**src/rtl/ps2_mouse_packet_rx.sv**
```systemverilog
`default_nettype none
// ============================================================================
//  Module   : ps2_mouse_packet_rx
//  Brief    : Device-to-host PS/2 receiver. Deserialises 11-bit frames and
//             assembles 3-byte mouse movement packets (dx/dy/sx/sy/btn/ovf).
//  Revision : 1.0  initial release
// ============================================================================
module ps2_mouse_packet_rx #(
  parameter int TIMEOUT_CYCLES = 50000
) (
  input  logic       clk,
  input  logic       resetn,
  input  logic       ps2_clk,
  input  logic       ps2_dat,
  output logic [7:0] dx,
  output logic [7:0] dy,
  output logic       sx,
  output logic       sy,
  output logic [2:0] btn,
  output logic [1:0] ovf,
  output logic       done_ld,
  output logic       frame_err
);

  localparam int CNT_W = $clog2(TIMEOUT_CYCLES + 1);
  localparam logic [CNT_W-1:0] C_TMO_LAST = CNT_W'(TIMEOUT_CYCLES - 1);

  typedef enum logic [1:0] {
    S_IDLE   = 2'd0,
    S_DATA   = 2'd1,
    S_PARITY = 2'd2,
    S_STOP   = 2'd3
  } state_t;

  // [0],[1] form the synchroniser, [2] remembers the previous synced level
  logic [2:0]       clk_sync_q;
  logic [1:0]       dat_sync_q;
  state_t           state_q, state_d;
  logic [7:0]       shift_q, shift_d;
  logic [2:0]       bitcnt_q, bitcnt_d;
  logic             par_q, par_d;
  logic [1:0]       idx_q, idx_d;
  logic [7:0]       b0_q, b0_d;
  logic [7:0]       b1_q, b1_d;
  logic [CNT_W-1:0] tcnt_q, tcnt_d;
  logic [7:0]       dx_q, dx_d, dy_q, dy_d;
  logic             sx_q, sx_d, sy_q, sy_d;
  logic [2:0]       btn_q, btn_d;
  logic [1:0]       ovf_q, ovf_d;
  logic             done_q, done_d;
  logic             err_q, err_d;
  logic             w_fall;
  logic             w_dat;
  logic             w_byte_ok;

  assign w_fall = clk_sync_q[2] & ~clk_sync_q[1];
  assign w_dat  = dat_sync_q[1];

  // Two-flop synchronisers for the asynchronous PS/2 pins plus edge history
  always_ff @(posedge clk or negedge resetn) begin
    if (!resetn) begin
      clk_sync_q <= 3'b111;
      dat_sync_q <= 2'b11;
    end else begin
      clk_sync_q <= {clk_sync_q[1:0], ps2_clk};
      dat_sync_q <= {dat_sync_q[0], ps2_dat};
    end
  end

  // Frame FSM, byte assembly and output registers
  always_ff @(posedge clk or negedge resetn) begin
    if (!resetn) begin
      state_q  <= S_IDLE;
      shift_q  <= '0;
      bitcnt_q <= '0;
      par_q    <= 1'b0;
      idx_q    <= '0;
      b0_q     <= '0;
      b1_q     <= '0;
      tcnt_q   <= '0;
      dx_q     <= '0;
      dy_q     <= '0;
      sx_q     <= 1'b0;
      sy_q     <= 1'b0;
      btn_q    <= '0;
      ovf_q    <= '0;
      done_q   <= 1'b0;
      err_q    <= 1'b0;
    end else begin
      state_q  <= state_d;
      shift_q  <= shift_d;
      bitcnt_q <= bitcnt_d;
      par_q    <= par_d;
      idx_q    <= idx_d;
      b0_q     <= b0_d;
      b1_q     <= b1_d;
      tcnt_q   <= tcnt_d;
      dx_q     <= dx_d;
      dy_q     <= dy_d;
      sx_q     <= sx_d;
      sy_q     <= sy_d;
      btn_q    <= btn_d;
      ovf_q    <= ovf_d;
      done_q   <= done_d;
      err_q    <= err_d;
    end
  end

  // Next-state: bit deserialisation on synced falls, timeout, packet commit
  always_comb begin
    state_d   = state_q;
    shift_d   = shift_q;
    bitcnt_d  = bitcnt_q;
    par_d     = par_q;
    idx_d     = idx_q;
    b0_d      = b0_q;
    b1_d      = b1_q;
    tcnt_d    = tcnt_q;
    dx_d      = dx_q;
    dy_d      = dy_q;
    sx_d      = sx_q;
    sy_d      = sy_q;
    btn_d     = btn_q;
    ovf_d     = ovf_q;
    done_d    = 1'b0;
    err_d     = 1'b0;
    w_byte_ok = 1'b0;

    if (w_fall) begin
      tcnt_d = '0;
      case (state_q)
        S_IDLE: begin
          if (!w_dat) begin
            state_d  = S_DATA;
            shift_d  = '0;
            bitcnt_d = '0;
          end else begin
            err_d = 1'b1;
          end
        end
        S_DATA: begin
          shift_d  = {w_dat, shift_q[7:1]};
          bitcnt_d = bitcnt_q + 3'd1;
          if (bitcnt_q == 3'd7) state_d = S_PARITY;
        end
        S_PARITY: begin
          par_d   = w_dat;
          state_d = S_STOP;
        end
        default: begin
          state_d = S_IDLE;
          if (w_dat && (^{shift_q, par_q})) w_byte_ok = 1'b1;
          else                              err_d     = 1'b1;
        end
      endcase
    end else if (state_q != S_IDLE) begin
      // Stalled frame: abandon it and the partially received byte
      if (tcnt_q == C_TMO_LAST) begin
        state_d = S_IDLE;
        tcnt_d  = '0;
        err_d   = 1'b1;
      end else begin
        tcnt_d = tcnt_q + 1'b1;
      end
    end

    if (w_byte_ok) begin
      case (idx_q)
        2'd0: begin
          // Byte 0 always has bit 3 set; anything else means we are misaligned
          if (shift_q[3]) begin
            b0_d  = shift_q;
            idx_d = 2'd1;
          end else begin
            err_d = 1'b1;
          end
        end
        2'd1: begin
          b1_d  = shift_q;
          idx_d = 2'd2;
        end
        default: begin
          idx_d  = 2'd0;
          dx_d   = b1_q;
          dy_d   = shift_q;
          sx_d   = b0_q[4];
          sy_d   = b0_q[5];
          btn_d  = b0_q[2:0];
          ovf_d  = b0_q[7:6];
          done_d = 1'b1;
        end
      endcase
    end

    if (err_d) idx_d = 2'd0;
  end

  assign dx        = dx_q;
  assign dy        = dy_q;
  assign sx        = sx_q;
  assign sy        = sy_q;
  assign btn       = btn_q;
  assign ovf       = ovf_q;
  assign done_ld   = done_q;
  assign frame_err = err_q;

endmodule
`default_nettype wire

```
**config.mk**
```make
export PLATFORM = sky130hd
export DESIGN_NAME = ps2_mouse_packet_rx
export DESIGN_NICKNAME = d
export VERILOG_FILES = /design/src/rtl/ps2_mouse_packet_rx.sv
export SDC_FILE = /design/constraint.sdc
export NUM_CORES = 1
export LEC_CHECK = 0
export BUFFER_PORTS_ARGS = -buffer_cell sky130_fd_sc_hd__buf_2
export CORE_AREA = 2 2 83 85
export DETAILED_ROUTE_END_ITERATION = 6
export DIE_AREA = 0 0 85 87
export PLACE_DENSITY_LB_ADDON = 0.12
export SLEW_MARGIN = 20
export SYNTH_ARGS = -nofsm -noshare
export SYNTH_HDL_FRONTEND = slang
export SYNTH_SLANG_ARGS = --single-unit
```
**constraint.sdc**
```tcl
create_clock -name clk -period 2.25 [get_ports clk]
set_input_delay 0.5625 -clock clk [delete_from_list [all_inputs] [get_ports clk]]
set_output_delay 0.5625 -clock clk [all_outputs]
set_load 0.1 [all_outputs]
```
Word level (Yosys, flattened, before mapping)
Index checks and enable logic that the tools add are counted.

Logic and storage cells: 82. Register bits after elaboration: 78. Bits of input ports: 4. Output and inout bits: 25.

Mux-type cells: 31. Reduce and logical (&&, ||, !) cells: 19. Bitwise logic cells: 3. Eq/ne operators: 9. Add/subtract/negate cells: 2.

Operators by type and width (number): $mux 16 (3); $add 16x1->16 const B (1); $eq 16x16->1 const B (1); $mux 2 (8); $pmux 8 s2 (1); $mux 1 (13); $reduce_bool 2->1 (5); $ne 3x3->1 const B (3); $reduce_xor 9->1 (1); $mux 8 (1); $reduce_and 2->1 (4); $pmux 2 s3 (1); $pmux 3 s2 (1); $reduce_and 3->1 (2); $eq 2x1->1 const B (2); $logic_not 2->1 (2); $pmux 2 s2 (1); $reduce_and 4->1 (1); $reduce_or 2->1 (2); $add 3x1->3 const B (1); $eq 3x3->1 const B (1); $mux 3 (1); $reduce_or 3->1 (1); $eq 2x2->1 const B (1); 5 further kinds (6).

Logic depth before layout (Yosys ltp)
Depth in word-level cells: 10. Gate-level depth with buffers: 7. Gate-level depth less buffers: 7.

Least setup slack after synthesis
OpenSTA, ideal clock, no wires.

Path kind: register to register. Start: register shift_q[2]. End: register b1_q[0]. Stages on the path, launching flop included: 6. Required time: 2.125 ns. Library setup time: 0.125 ns. Setup slack: 0.034 ns. Buffers on the path: 0. Arrival: 2.091 ns. Period minus slack after synthesis: 2.216 ns. Cells stage by stage: dfrtp_1 xor2_1 xnor3_2 mux2_4 nor3b_4 mux2_2.

Word-level cells in the longest chain between the ends: 6.

Ends and longest elaborated chain: from (decl) (line 39) `logic [7:0] shift_q, shift_d;`; from (signal assigned) (line 91) `shift_q <= shift_d;`; $reduce_xor 9->1 (line 152) `if (w_dat && (^{shift_q, par_q})) w_byte_ok = 1'b1;`; $logic_and 1x1->1 (line 152); $mux 1 (line 152); $mux 1 (line 131) `case (state_q)`; $mux 1 (line 129) `if (w_fall) begin`; $reduce_and 2->1 (no source line); to (signal assigned) (line 79) `b1_q <= '0;`; to (signal assigned) (line 96) `b1_q <= b1_d;`; to (decl) (line 44) `logic [7:0] b1_q, b1_d;`.

Every way passes these cells. A chain may end at the register's enable or synchronous reset.

Worst setup path in the final report
Start: register par_q. End: register b1_q[5].

Word-level cells in the longest chain between the ends: 6.

Ends and longest elaborated chain: from (decl) (line 41) `logic par_q, par_d;`; from (signal assigned) (line 93) `par_q <= par_d;`; $reduce_xor 9->1 (line 152); $logic_and 1x1->1 (line 152); $mux 1 (line 152); $mux 1 (line 131); $mux 1 (line 129); $reduce_and 2->1 (no source line).

Every way passes these cells.

==> impl_metrics.yaml <==
yosys:
  avgSynthCellArea_um2: 12.68
  netlist_area_mm2: 0.003359
  synth-edff-count: 0
  synth_cell_types: 38
  syn_inst: 265
  yosys_warnings: 0
  syn-num-nets: 277
  synth_ff_type: "dfrtp_1"
  ys_ff_latch: 77
  synthArstFlopShare: 1.000
  ys_seq_area_frac: 0.5754
power_and_ir_drop:
  power-per-cell-area_mw_per_mm2: 837.2
  p_switching_mw: 0.8676
  swShare: 0.2636
  power_frac_seq: 0.462
  peakVddDrop_mv: 0.5219
  p_comb_frac: 0.164
  p_total_mw: 3.291
  leakage_nw: 2.037
  clkPwrFrac: 0.374
  p_int_mw: 2.424
layout:
  seq_area_mm2: 0.001933
  diodes: 0
  area_growth_pct: 17.02
  multi_input_area_mm2: 0.001364
  utilization: 0.5985
  stdcell_count: 394
  nets: 322
  fill_cells: 536
  layout-drive-gt1-share: 0.3439
worst_setup_path:
  crit_arrival_ns: 2.45
  end_kind: "register"
  ff2ff_setup_slack_ns: 0.04
  ff2ff_path_depth: 6
  cp.required_ns: 2.49
  cp-start-kind: "register"
  rr_startpoint: "par_q"
  critPathMaxFanout: 9
  reg2reg_to: "b1_q[5]"
  path_class: "register to register"
die:
  rows: 30
  io_pins: 29
  fp.dieW_um: 85
  die_y_um: 87
  core_mm2: 0.006569
  die_area_mm2: 0.007395
  start_util: 0.5114
sta:
  relSlewSlack: 0.6757
  max_freq_mhz: 451.7
  fin_setup_tns_ns: 0
  final_max_slew_viol_count: 0
  finClkSkew_ns: 0.006934
  fin_crit_sh: 0.9839
  hold_viol_final: 0
  fin_crit_ns: 2.214
  hold_ws_ns: 0.1559
  tightest_slew_ns: 0.4898
  rsz0062_at_grt: "true"
  setup_viol: 0
drt:
  routed.top_layer: "met4"
  ant_nets: 0
  wl_met2_um: 2839
  avgViaCountPerCell: 5.431
  first_pass_iters: 4
  via_count: 2140
  wirelength_um: 5946
  wl_met3_um: 155
  drcViolationCount: 0
  drtIter0Drc: 98
  drt-wirelength-per-cell_um: 15.09
  wl_met1_um: 2793
worst_hold_path:
  min_path_type: "input pin to async pin"
global_routing:
  antenna_found_initial: 0
  grt_pass1_vias: 2028
  grt_max_degree: 44
  gr-usage-all-layers: 0.1805
  grt_first_pass_wirelength_um: 10160
  overflow: 0
placement:
  dp_cells: 378
  detailed_place_hpwl_um: 4143
  io_buffers: 28
  gp_congestion: 0.7775
clocking:
  clock-root-buffer: "clkbuf_8"
  cts_max_level: 3
  max-clock-path-buffers: 2
  insertion_delay_ns: 0.35
  numCtsBuffers: 9
  clock-sinks: 77
  cts_tree: "built"
  clk_pin_slew_ns: 0.08
job:
  maxCapViolations: 0
run_status:
  outcome: "finished, final reports clean"
## power groups by stage
stage          Sequential [mW]  Combinational, mW  Clock [mW]
2_1_floorplan             1.56              0.355           0
3_3_place_gp              1.54              0.510           0
3_5_place_dp              1.55              0.517           0
4_1_cts                   1.52              0.519        1.27
5_1_grt                   1.53              0.612        1.32
6_report                  1.52              0.541        1.23
## logic make-up (layout without fill, tap and decap cells)
family	Yosys count	after routing	share of synthesized area
DFF	77	77	0.5754
and+or+nand+nor	71	71	0.1136
muxes	44	44	0.1475
AOI/OAI and AO/OA	35	35	0.07002
buffers and inverters	16	65	0.01862
xor gates and xnor gates	14	14	0.04506
adders and majority gates	8	8	0.02980
## final cells by class
type | count | area share
sequential | 77 | 0.4917
multi-input combinational | 172 | 0.3469
timing repair buffer | 43 | 0.06906
clock buffer | 9 | 0.03151
clock inverter | 6 | 0.02864
tap | 80 | 0.02546
inverter | 7 | 0.006684
## metrics by stage
step	instance area (um^2)	setup WS (ns)
floorplan	3359	0.03418
global placement	3684	0.08440
detailed placement	3684	0.05653
CTS	3920	0.03791
global route	3931	-0.02075
finish	3931	0.03614
## metal layers
| layer | global-route usage | up-vias |
|---|---|---|
| li1 | - | 1044 |
| met1 | 0.2368 | 1051 |
| met2 | 0.2841 | 32 |
| met3 | 0.03791 | 13 |
| met4 | 0.09380 | 0 |
| met5 | 0 | - |
## worst max path at each step
stage | from | to | slack [ns] | cells past startpoint
after floorplan | shift_q[2] | b1_q[0] | 0.03 | 5
after global placement | shift_q[2] | b1_q[2] | 0.08 | 6
after detailed placement | shift_q[2] | b1_q[2] | 0.06 | 6
after CTS | shift_q[2] | b1_q[5] | 0.04 | 6
after global routing | par_q | b1_q[5] | -0.02 | 6
final | par_q | b1_q[5] | 0.04 | 6
## worst max-delay path, cell delays in order (launching register included)
cell     delay [ns]
dfrtp_1        0.39
xnor2_1        0.20
xnor3_2        0.49
mux2_4         0.34
nor3b_4        0.19
buf_6          0.16
mux2_2         0.33
## flip-flops by register name, summed over array words and instances, names as in the netlist, 3 cells and up
signal and cells:
clk_sync_q 3, btn 3, dx 8, bitcnt_q 3
dy 8, shift_q 8, b0_q 7, b1_q 8
tcnt_q 16
## layout by cell type (no fill, tap or decap), drive strengths merged, types with 3 or more instances in the layout
cell type / instances
xor2: 8
dfstp: 5
mux2: 41
inv: 7
bufinv: 3
xnor2: 4
clkbuf: 9
nand3: 11
nor4b: 3
mux2i: 3
nor3: 6
dfrtp: 72
nor2: 11
a21oi: 5
a21o: 5
clkinv: 3
ha: 8
buf: 43
a22o: 10
nand4: 6
nand2: 18
o21ai: 12
and2: 3
## what timing repair did
item / in CTS / in global routing
buffers inserted: 0 / 1
hold buffers: 0 / 0
setup endpoints to repair: 0 / 8
resized for setup: 0 / 1
endpoints found under the hold margin: 0 / 0
## synth_stat cells, drive strengths merged, types with 3 or more instances
| cell | count | area (um^2) |
|---|---|---|
| ha | 8 | 100.1 |
| o21ai | 12 | 60.05 |
| nand3 | 11 | 55.05 |
| inv | 7 | 26.28 |
| dfrtp | 72 | 1802 |
| nor3 | 6 | 30.03 |
| mux2 | 41 | 465.4 |
| a22o | 10 | 87.58 |
| nor4b | 3 | 26.28 |
| clkbuf | 7 | 26.28 |
| xnor2 | 4 | 35.03 |
| mux2i | 3 | 30.03 |
| a21o | 5 | 37.54 |
| a21oi | 5 | 25.02 |
| dfstp | 5 | 131.4 |
| and2 | 3 | 20.02 |
| nand4 | 6 | 37.54 |
| nand2 | 18 | 67.56 |
| xor2 | 8 | 70.07 |
| nor2 | 11 | 41.29 |
(Power assumes the default switching activity.)
